==> src/rtl/mitchell_mult_pipe.sv <==
// Pipelined Mitchell logarithmic multiplier: input capture, LOD, log-domain add, antilog shift.
// Valid/ready handshake; every stage stalls together when the output is held.

module mitchell_lod #(
  parameter int WIDTH     = 8,
  parameter int FRAC_BITS = WIDTH-1,
  parameter int KW        = $clog2(WIDTH)
) (
  input  logic [WIDTH-1:0]     i_mag,
  output logic [KW-1:0]        o_k,
  output logic [FRAC_BITS-1:0] o_f
);
  logic [KW-1:0]    w_shamt;
  logic [WIDTH-1:0] w_norm;

  always_comb begin
    o_k = '0;
    for (int i = 0; i < WIDTH; i++)
      if (i_mag[i]) o_k = KW'(i);
  end

  // Shift leading one to the MSB; the bits below it are the mantissa, top FRAC_BITS kept.
  assign w_shamt = KW'(WIDTH-1) - o_k;
  assign w_norm  = i_mag << w_shamt;
  assign o_f     = FRAC_BITS'(w_norm >> (WIDTH-1-FRAC_BITS));
endmodule

module mitchell_mult_pipe #(
  parameter int WIDTH     = 8,
  parameter int FRAC_BITS = WIDTH-1,
  parameter int SIGNED    = 0
) (
  input  logic               clk,
  input  logic               rst,
  input  logic               in_valid,
  output logic               in_ready,
  input  logic [WIDTH-1:0]   a,
  input  logic [WIDTH-1:0]   b,
  output logic               out_valid,
  input  logic               out_ready,
  output logic [2*WIDTH-1:0] p,
  output logic               zero
);
  localparam int KW     = $clog2(WIDTH);
  localparam int SW     = KW + 1;
  localparam int PW     = 2 * WIDTH;
  localparam int STAGES = 3;

  logic              w_adv;
  logic [STAGES:0]   r_vld_pipe;

  logic [WIDTH-1:0]  r_a0, r_b0;
  logic [1:0][WIDTH-1:0]     w_opnd, w_mag;
  logic [1:0][KW-1:0]        w_k;
  logic [1:0][FRAC_BITS-1:0] w_f;
  logic              w_sign0, w_zero0;

  logic [1:0][KW-1:0]        r_k1;
  logic [1:0][FRAC_BITS-1:0] r_f1;
  logic              r_sign1, r_zero1;

  logic [SW-1:0]     r_k2;
  logic [FRAC_BITS:0] r_f2;
  logic              r_sign2, r_zero2;

  logic [SW-1:0]     w_e;
  logic [FRAC_BITS:0] w_m;
  logic [PW+FRAC_BITS-1:0] w_wide;
  logic [PW-1:0]     w_prod_mag, w_prod;

  logic [PW-1:0]     r_p;
  logic              r_zero;

  assign w_adv     = out_ready | ~r_vld_pipe[STAGES];
  assign in_ready  = w_adv;
  assign out_valid = r_vld_pipe[STAGES];
  assign p         = r_p;
  assign zero      = r_zero;

  // S1: sign-magnitude split and leading-one detect per operand.
  assign w_opnd  = {r_b0, r_a0};
  assign w_sign0 = (SIGNED != 0) & (r_a0[WIDTH-1] ^ r_b0[WIDTH-1]);
  assign w_zero0 = (r_a0 == '0) | (r_b0 == '0);

  for (genvar g = 0; g < 2; g++) begin : g_op
    assign w_mag[g] = ((SIGNED != 0) && w_opnd[g][WIDTH-1]) ? -w_opnd[g] : w_opnd[g];
    mitchell_lod #(.WIDTH(WIDTH), .FRAC_BITS(FRAC_BITS), .KW(KW)) u_lod (
      .i_mag (w_mag[g]),
      .o_k   (w_k[g]),
      .o_f   (w_f[g])
    );
  end

  // S3: a mantissa carry means fA+fB = 1+F', i.e. 2^(K+1)*(1+F').
  assign w_e        = r_k2 + SW'(r_f2[FRAC_BITS]);
  assign w_m        = {1'b1, r_f2[FRAC_BITS-1:0]};
  assign w_wide     = (PW+FRAC_BITS)'(w_m) << w_e;
  assign w_prod_mag = PW'(w_wide >> FRAC_BITS);
  assign w_prod     = r_zero2 ? '0 : (((SIGNED != 0) && r_sign2) ? -w_prod_mag : w_prod_mag);

  always_ff @(posedge clk) begin
    if (rst) begin
      r_vld_pipe <= '0;
      r_p        <= '0;
      r_zero     <= 1'b0;
    end else if (w_adv) begin
      r_vld_pipe <= {r_vld_pipe[STAGES-1:0], in_valid};
      if (r_vld_pipe[STAGES-1]) begin
        r_p    <= w_prod;
        r_zero <= r_zero2;
      end
    end
  end

  always_ff @(posedge clk) begin
    if (w_adv) begin
      r_a0    <= a;
      r_b0    <= b;
      r_k1    <= w_k;
      r_f1    <= w_f;
      r_sign1 <= w_sign0;
      r_zero1 <= w_zero0;
      r_k2    <= SW'(r_k1[0]) + SW'(r_k1[1]);
      r_f2    <= (FRAC_BITS+1)'(r_f1[0]) + (FRAC_BITS+1)'(r_f1[1]);
      r_sign2 <= r_sign1;
      r_zero2 <= r_zero1;
    end
  end
endmodule

==> config.mk <==
export PLATFORM = sky130hd
export DESIGN_NAME = mitchell_mult_pipe
export DESIGN_NICKNAME = d
export VERILOG_FILES = /design/src/rtl/mitchell_mult_pipe.sv
export SDC_FILE = /design/constraint.sdc
export NUM_CORES = 1
export LEC_CHECK = 0
export CAP_MARGIN = 40
export CORE_ASPECT_RATIO = 0.75
export CORE_UTILIZATION = 35
export DETAILED_ROUTE_END_ITERATION = 16
export HOLD_SLACK_MARGIN = 0.06
export PLACE_DENSITY = 0.6
export SYNTH_ARGS = -nofsm -noshare
export SYNTH_HDL_FRONTEND = slang
export SYNTH_SLANG_ARGS = --single-unit
==> constraint.sdc <==
create_clock -name clk -period 4 [get_ports clk]
set_input_delay 0.8 -clock clk [delete_from_list [all_inputs] [get_ports clk]]
set_output_delay 0.8 -clock clk [all_outputs]
set_load 0.01 [all_outputs]
# --- Yosys cells after proc, flatten, opt, wreduce, memory -nomap -nowiden ---
# Cells that the tools add are included.
word_totals:
  register_bits: 71
  input_bits: 20
  output_inout_bits: 19
  wordCells: 42
op_classes:
  n_addsub: 5
  n_shift: 3
  muxes: 15
  bitwise: 3
  n_reduce_logical: 3
op_table:
  columns: ["cell", "n"]
  rows:
  - ["two-way mux 3 bit", 12]
  - ["left shift 8 x 4 -> 23 bit", 1]
  - ["logical NOT 8 bit", 2]
  - ["two-way mux 16 bit", 1]
  - ["left shift 8 x 3 -> 7 bit", 2]
  - ["adder 7 x 7 -> 8 bit", 1]
  - ["subtractor 3 bit (first input constant)", 2]
  - ["adder 3 x 3 -> 4 bit", 1]
  - ["adder 4 x 1 -> 4 bit", 1]
  - ["two-way mux 1 bit", 2]
  - ["OR 1 bit", 2]
  - ["AND reduction 2 bit", 1]
  - ["inverter 1 bit", 1]

# --- Depth between registers and ports, before layout ---
# Gate-level depths: netlist (run 1).
logic_depth:
  ltp_word: 9
  ltp_mapped: 8
  depth_no_buf: 8

# --- Hierarchy ---
# From an unflattened synthesis (run 1), not the netlist that was laid out.
unflattened:
  hier_cells: 331
  hier_area_um2: 3712.3
modules_own_cells:
  columns: ["module", "n_inst", "cells_per_inst", "area_per_inst_um2", "seq_area_each_um2"]
  rows:
  - ["mitchell_mult_pipe", 1, 239, 3079.2, 1921.8]
  - ["mitchell_lod", 2, 46, 316.6, 0.0]

# --- Least setup slack after synthesis (run 1) ---
# Ideal clock, no wire load.
synth_path:
  path_type: "in2reg"
  from: "in out_ready"
  to: "reg r_p[0], in the netlist p[0]"
  setup_time_ns: 0.070
  arrival_ns: 2.958
  t_required_ns: 3.930
  setup_slack_ns: 0.972
  cell_stages: 5
  path_buffers: 0
  cell_sequence: "nor2b_2 -> inv_1 -> nand2_1 -> or4_1 -> a21oi_1"
synth_between:
  elab_chain_len: 2
synth_lines:
  columns: ["element", "line", "rtl"]
  rows:
  - ["start, declared", "40", "input logic out_ready,"]
  - ["OR 1 bit", "74", "assign w_adv = out_ready | ~r_vld_pipe[STAGES];"]
  - ["named net in_ready", "36", "output logic in_ready,"]
  - ["AND reduction 2 bit (no line)", null, null]
  - ["end signal, assigned", "109", "r_p <= w_prod;"]
  - ["end, declared", "71", "logic [PW-1:0] r_p;"]
# The timed path passes the listed nets, and every way through them passes these cells.
# A chain may end at the register's enable or synchronous reset.

# --- Worst setup path after layout (run 1) ---
layout_path:
  from: "in out_ready"
  to: "out in_ready"
layout_between:
  elab_chain_len: 1
layout_lines:
  columns: ["element", "line"]
  rows:
  - ["OR 1 bit", "74"]
  - ["end, declared", "36"]
# No other way between the ends.

==> summary.md, run 1 <==
| Metric | Value |
|---|---|
| Outcome | complete, no violations |
| Largest family of logic cells by synthesized area | compound AO/OA/AOI/OAI gates |
| Top delay family on crit path | buffers and inverters |
| Finished Layout Cells | 516 |
| Largest stage delay, worst path | 0.50 ns |
| H-tree Lvls | 3 |
| Startpoint Class | input port |
| DPL Wire Length | 5070 um |
| Post-Syn Area | 0.00366 mm2 |
| PwrDens | 504 mW/mm2 |
| Area grow syn2layout | 21.8% |
| Most frequent CP cell | clkdlybuf4s50_1 |
| Cells along the critical path | clkdlybuf4s50_1, nor2b_2, inv_2, clkdlybuf4s50_1 |
| # fillers | 959 |
| Synth Flop Type | edfxtp_1 |
| Switching part of the total | 0.286 |
| Logic pwr share | 0.233 |
| DRT Wirelength | 7090 um |
| Leakage power | 0.00168 uW |
| Number of setup buffers added after CTS | 0 |
| Largest cells by area after synthesis | edfxtp_1, dfxtp_1, ha_1 |
| XOR/XNOR share of the synthesized area | 0.0191 |
| Compound-gate portion of the synthesized area | 0.163 |
| CTS tree | yes |
| Clk pwr share | 0.352 |
| Post-synth EDFFs | 50 |
| DRC viols | 0 |
| Cell count after placement | 500 |
| CTS Buffer Depth | 2 |
| Post-route cell area | 0.00446 mm2 |
| Largest net degree at the start of global routing | 57 |
| Die height | 90.6 um |
| Hold_buf cts | 0 |
| VDD IR max | 288 uV |
| Final Hold Violating Endpoints | 0 |
| Synth Area per Inst | 10.7 um2 |
| Crit share post-route | 0.718 |
| Synth warn | 0 |
| CP Class | in2out |
| Max Freq | 348 MHz |
| Initial antenna violation count | 0 |
| Slew @ Worst Pin | 0.867 ns |
| Mapped Cells | 343 |
| CP endpoint kind | output port |
| CTS Buf Count | 9 |
| Diode count | 0 |
| Cell internal pwr | 1600 uW |
| Die ar. | 0.0109 mm2 |
| Core ar. | 0.00989 mm2 |
| Share of post-route cells with drive strength above 1 | 0.0807 |
| Slew HR | 0.418 |
| Synth unique cells | 55 |
| GPL Wtd Cong | 0.820 |
| #FFs+latches synth | 71 |
| Crit path DAT | 2.07 ns |
| Pre-antenna DRT Iters | 4 |
| Number of max-cap violations | 0 |
| Drt wl/cell | 13.7 um |
| Nets@finish | 413 |
| FFs w/ async S/R, synth | 0 |
| Post-route setup TNS | 0 ns |
| Root Buffer | clkbuf_16 |
| Mux contribution to synthesized area | 0.0553 |
| Syn Nets | 377 |
| DRT iter0 DRCs | 199 |
| Worst hold slack | 0.422 ns |
| Io pins | 39 |
| Clock sink count | 71 |
| Vias/cell | 5.18 |
| Simple-Gate Fraction of Synth Area | 0.142 |
| Clock Latency Late Sink | 0.33 ns |
| HP Class | reg2reg |
| Row cnt | 31 |
| Seq/Total Area, Yosys | 0.525 |
| Global-route wire length before repair | 12400 um |
| Worst path required time | 3.20 ns |
| Max FO, Critical Path | 6 |
| Layout Skew | 0.00843 ns |
| Part of the power in registers | 0.416 |
| Synth area leader | edfxtp_1 |
| Max Slew Vio Count | 0 |
| IO Port Bufs | 38 |
| Post-synthesis adder-cell area fraction | 0.0519 |
| Setup violators final | 0 |
| Yosys top cell area share | 0.410 |
| Post-DRT Antenna Nets | 0 |
| Tot GR Track Use | 0.146 |
| RSZ-0062 raised after global routing | no |
| Net Sw Power | 643 uW |
| CP Buf/Inv Count | 3 |
| R2r setup slk | 1.50 ns |
| Slowest cell on crit path | clkdlybuf4s50_1 |
| Post-route minimum period | 2.87 ns |
| Vias in the first global route | 2567 |
| Starting Density | 0.370 |
| Post-CTS sizing | 0 |
| Via count | 2673 |
| Grt ovf | 0 |
| Die X-Extent | 120 um |
| Clk pin slew, worst setup/hold paths | 0.05 ns |
| Placed instance area | 0.00416 mm2 |
final timing paths:
path	cells after the start	from	end
worst max-delay path	4	out_ready	in_ready
worst min-delay path	0	r_zero1	r_zero2
worst max register to register	7	r_k2[0]	p[1]
worst min register to register	0	r_zero1	r_zero2
registers in the layout, summed over array words and instances (netlist names):
register and count:
p 16, r_f1 14, r_a0 8, r_b0 8
r_f2 8, r_k1 6, r_k2 4, r_vld_pipe 4
r_zero1 1, r_zero2 1, zero 1
kinds of logic after synthesis:
| kind of cell | count (synthesis) |
|---|---|
| XOR/XNOR | 8 |
| adder cells (fa/ha/maj) | 14 |
| buffers and inverters | 38 |
| AO/OA/AOI/OAI | 91 |
| flip-flops | 71 |
| multiplexers | 15 |
| AND/OR/NAND/NOR | 106 |
power by group through the flow:
stage | Sequential (uW) | Clock, uW | Combinational, uW
CTS | 934 | 814 | 523
global placement | 948 | 0 | 510
floorplan | 922 | 0 | 417
finish | 934 | 790 | 523
global route | 946 | 850 | 587
detailed placement | 950 | 0 | 519
cell type report:
| class | count | area, um2 | share of cell area |
|---|---|---|---|
| clock inverters | 4 | 25.0 | 0.00561 |
| flip-flops and latches | 71 | 1920 | 0.431 |
| repair buffers | 41 | 407 | 0.0912 |
| multi-input cells | 234 | 1580 | 0.354 |
| inverters | 22 | 82.6 | 0.0185 |
| well taps | 132 | 165 | 0.0370 |
| clock buffers | 12 | 279 | 0.0626 |
layout by cell type, fill, tap and decap left out, types with 6 or more instances in the layout:
| cell | synthesis | layout |
|---|---|---|
| edfxtp_1 | 50 | 50 |
| nor2_1 | 34 | 34 |
| clkbuf_16 | 0 | 11 |
| clkdlybuf4s50_1 | 0 | 38 |
| mux2i_1 | 6 | 6 |
| inv_1 | 22 | 21 |
| dfxtp_1 | 21 | 21 |
| nand3_1 | 9 | 9 |
| o21ai_0 | 23 | 23 |
| a21oi_1 | 26 | 26 |
| xnor2_1 | 6 | 6 |
| mux2_2 | 6 | 6 |
| nand2_1 | 32 | 32 |
| ha_1 | 12 | 12 |
through the flow:
step	power (uW)	util	setup WS, ns
after floorplan	1340	-	0.972
after global placement	1460	0.419	1.04
after detailed placement	1470	0.420	0.963
after CTS	2270	0.451	1.10
after global routing	2380	0.451	1.04
final	2250	0.451	1.13
worst register-to-register path, stage by stage (launching register included):
cell,delay [ns]
edfxtp_1,0.36
ha_1,0.23
ha_1,0.67
nand2_1,0.19
o21ai_0,0.37
o21ai_0,0.19
a32oi_1,0.25
o41ai_1,0.09
synth_stat cells, types with 2 or more instances:
| cell | instances |
|---|---|
| o31ai_1 | 3 |
| mux2_2 | 6 |
| a31oi_1 | 3 |
| a32o_1 | 3 |
| o21ai_0 | 23 |
| mux4_1 | 2 |
| nor4_1 | 5 |
| clkbuf_1 | 7 |
| edfxtp_1 | 50 |
| o221ai_1 | 3 |
| or4_1 | 2 |
| a21oi_1 | 26 |
| nor3_1 | 5 |
| nor3b_1 | 3 |
| ha_1 | 12 |
| o211ai_1 | 2 |
| nor2b_1 | 2 |
| a32oi_1 | 3 |
| fa_1 | 2 |
| nor2_1 | 34 |
| o21a_1 | 2 |
| nand3_1 | 9 |
| o22ai_1 | 2 |
| a22o_1 | 3 |
| nand2b_1 | 4 |
| xnor2_1 | 6 |
| nand2_1 | 32 |
| xor2_1 | 2 |
| buf_2 | 8 |
| a2bb2oi_1 | 3 |
| and3_1 | 2 |
| a22oi_1 | 2 |
| mux2i_1 | 6 |
| a21o_1 | 4 |
| inv_1 | 22 |
| dfxtp_1 | 21 |
per-layer routing:
metal / GRT usage / vias to the layer above / wire [um]
li1: - / 1342 / -
met1: 0.194 / 1256 / 3460
met2: 0.221 / 69 / 3200
met3: 0.0486 / 6 / 352
met4: 0.0500 / 0 / 78
met5: 0 / - / 0
No activity file was read; power rests on OpenSTA's default activity.
==> run 2: changes to the inputs <==
==> constraint.sdc (replaced) <==
create_clock -name clk -period 3 [get_ports clk]
set_input_delay 0.6 -clock clk [delete_from_list [all_inputs] [get_ports clk]]
set_output_delay 0.6 -clock clk [all_outputs]
set_load 0.01 [all_outputs]
==> run 2 against run 1 <==
Effect of this change: flip-flop and latch count stayed put; via count decreased by 0.52%; critical endpoint is now p[1]; die area is the same; final area rose by 1.3%; combinational power is 34% higher.
==> summary.md, run 2 (synthesis gave the netlist of run 1 again) <==
| Metric | Value |
|---|---|
| CTS Buffer Depth | 2 |
| CP endpoint kind | register |
| DRC viols | 0 |
| Starting Density | 0.370 |
| Startpoint Class | register |
| Clock sink count | 71 |
| Worst path required time | 3.20 ns |
| Post-DRT Antenna Nets | 0 |
| Cell count after placement | 503 |
| DPL Wire Length | 5020 um |
| Tot GR Track Use | 0.143 |
| Leakage power | 0.00170 uW |
| Final Hold Violating Endpoints | 0 |
| Io pins | 39 |
| Max Slew Vio Count | 0 |
| CTS tree | yes |
| Number of max-cap violations | 0 |
| Hold_buf cts | 0 |
| Die ar. | 0.0109 mm2 |
| VDD IR max | 283 uV |
| Drt wl/cell | 13.7 um |
| Commonest cells after routing, fill and taps aside | edfxtp_1, clkdlybuf4s50_1, nor2_1 |
| Clk pin slew, worst setup/hold paths | 0.06 ns |
| Share of post-route cells with drive strength above 1 | 0.0904 |
| Slew @ Worst Pin | 0.828 ns |
| RSZ-0062 raised after global routing | no |
| Via count | 2659 |
| Initial antenna violation count | 0 |
| Root Buffer | clkbuf_16 |
| Power Total | 3180 uW |
| DRT iter0 DRCs | 156 |
| Area grow syn2layout | 23.4% |
| Crit share post-route | 0.833 |
| Layout Skew | 0.00587 ns |
| Nets@finish | 416 |
| Max FO, Critical Path | 18 |
| DRT Wirelength | 7090 um |
| Outcome | complete, no violations |
| Global-route wire length before repair | 12200 um |
| HP Class | reg2reg |
| Row cnt | 31 |
| Cells along the critical path | ha_1, ha_1, nand2_1, o21ai_0, o21ai_0, a32oi_1, o41ai_1 |
| Grt ovf | 0 |
| Max Freq | 400 MHz |
| Commonest non-fill, non-tap cell in the layout | edfxtp_1 |
| Post-CTS sizing | 0 |
| Vias/cell | 5.12 |
| Slowest cell on crit path | ha_1 |
| IO Port Bufs | 38 |
| Crit path DAT | 2.70 ns |
| Number of setup buffers added after CTS | 0 |
| Slew HR | 0.443 |
| H-tree Lvls | 3 |
| Diode count | 0 |
| Pre-antenna DRT Iters | 5 |
| CTS Buf Count | 9 |
| PwrDens | 703 mW/mm2 |
| CP Class | reg2reg |
| Post-route setup TNS | 0 ns |
| Vias in the first global route | 2511 |
| Clock Latency Late Sink | 0.33 ns |
| Core ar. | 0.00989 mm2 |
| Max reg flops | 16 |
| Largest stage delay, worst path | 0.65 ns |
| Die height | 90.6 um |
| Setup violators final | 0 |
| Die X-Extent | 120 um |
| Largest net degree at the start of global routing | 37 |
| Post-route minimum period | 2.50 ns |
| Finished Layout Cells | 519 |
| GPL Wtd Cong | 0.795 |
## run 2: where the power goes
part           internal, uW  leakage, uW  switching (uW)
sequential             1160     0.000695            81.7
clock                   813     0.000162             413
combinational           324     0.000845             379
total                  2300      0.00170             874
## run 2: final timing paths
kind / slack [ns] / cells past startpoint / from / endpoint
max: 0.50 / 7 / r_k2[0] / p[1]
min: 0.42 / 0 / r_zero1 / r_zero2
max reg2reg: 0.50 / 7 / r_k2[0] / p[1]
min reg2reg: 0.42 / 0 / r_zero1 / r_zero2
## run 2: layer usage
layer / global-route usage / up-vias / share of wire
met4: 0.0615 / 0 / 0.017
met3: 0.0366 / 8 / 0.043
met2: 0.218 / 63 / 0.45
li1: - / 1342 / -
met5: 0 / - / 0
met1: 0.190 / 1246 / 0.49
## run 2: cell type report
cell class,instances,area [um2]
clock buffer,9,225
fill,920,5370
tap,132,165
inverter,22,82.6
sequential,71,1920
timing repair buffer,44,425
multi-input combinational,234,1580
clock inverter,7,120
## run 2: worst max-delay path, delay by kind of cell, from the launching register on
kind,cells,cell delay (ns)
adders and majority gates,2,0.89
AOI/OAI and AO/OA,4,0.90
and+or+nand+nor,1,0.20
DFF,1,0.36
## run 2: metrics by stage
| stage | cell area [um2] | utilization | setup WS, ns | hold WS, ns |
|---|---|---|---|---|
| global route | 4520 | 0.457 | 0.285 | 0.422 |
| detailed placement | 4180 | 0.422 | 0.480 | 0.407 |
| finish | 4520 | 0.457 | 0.500 | 0.418 |
| global placement | 4180 | 0.422 | 0.499 | 0.404 |
| floorplan | 3660 | - | 0.172 | 0.400 |
| CTS | 4520 | 0.457 | 0.475 | 0.420 |
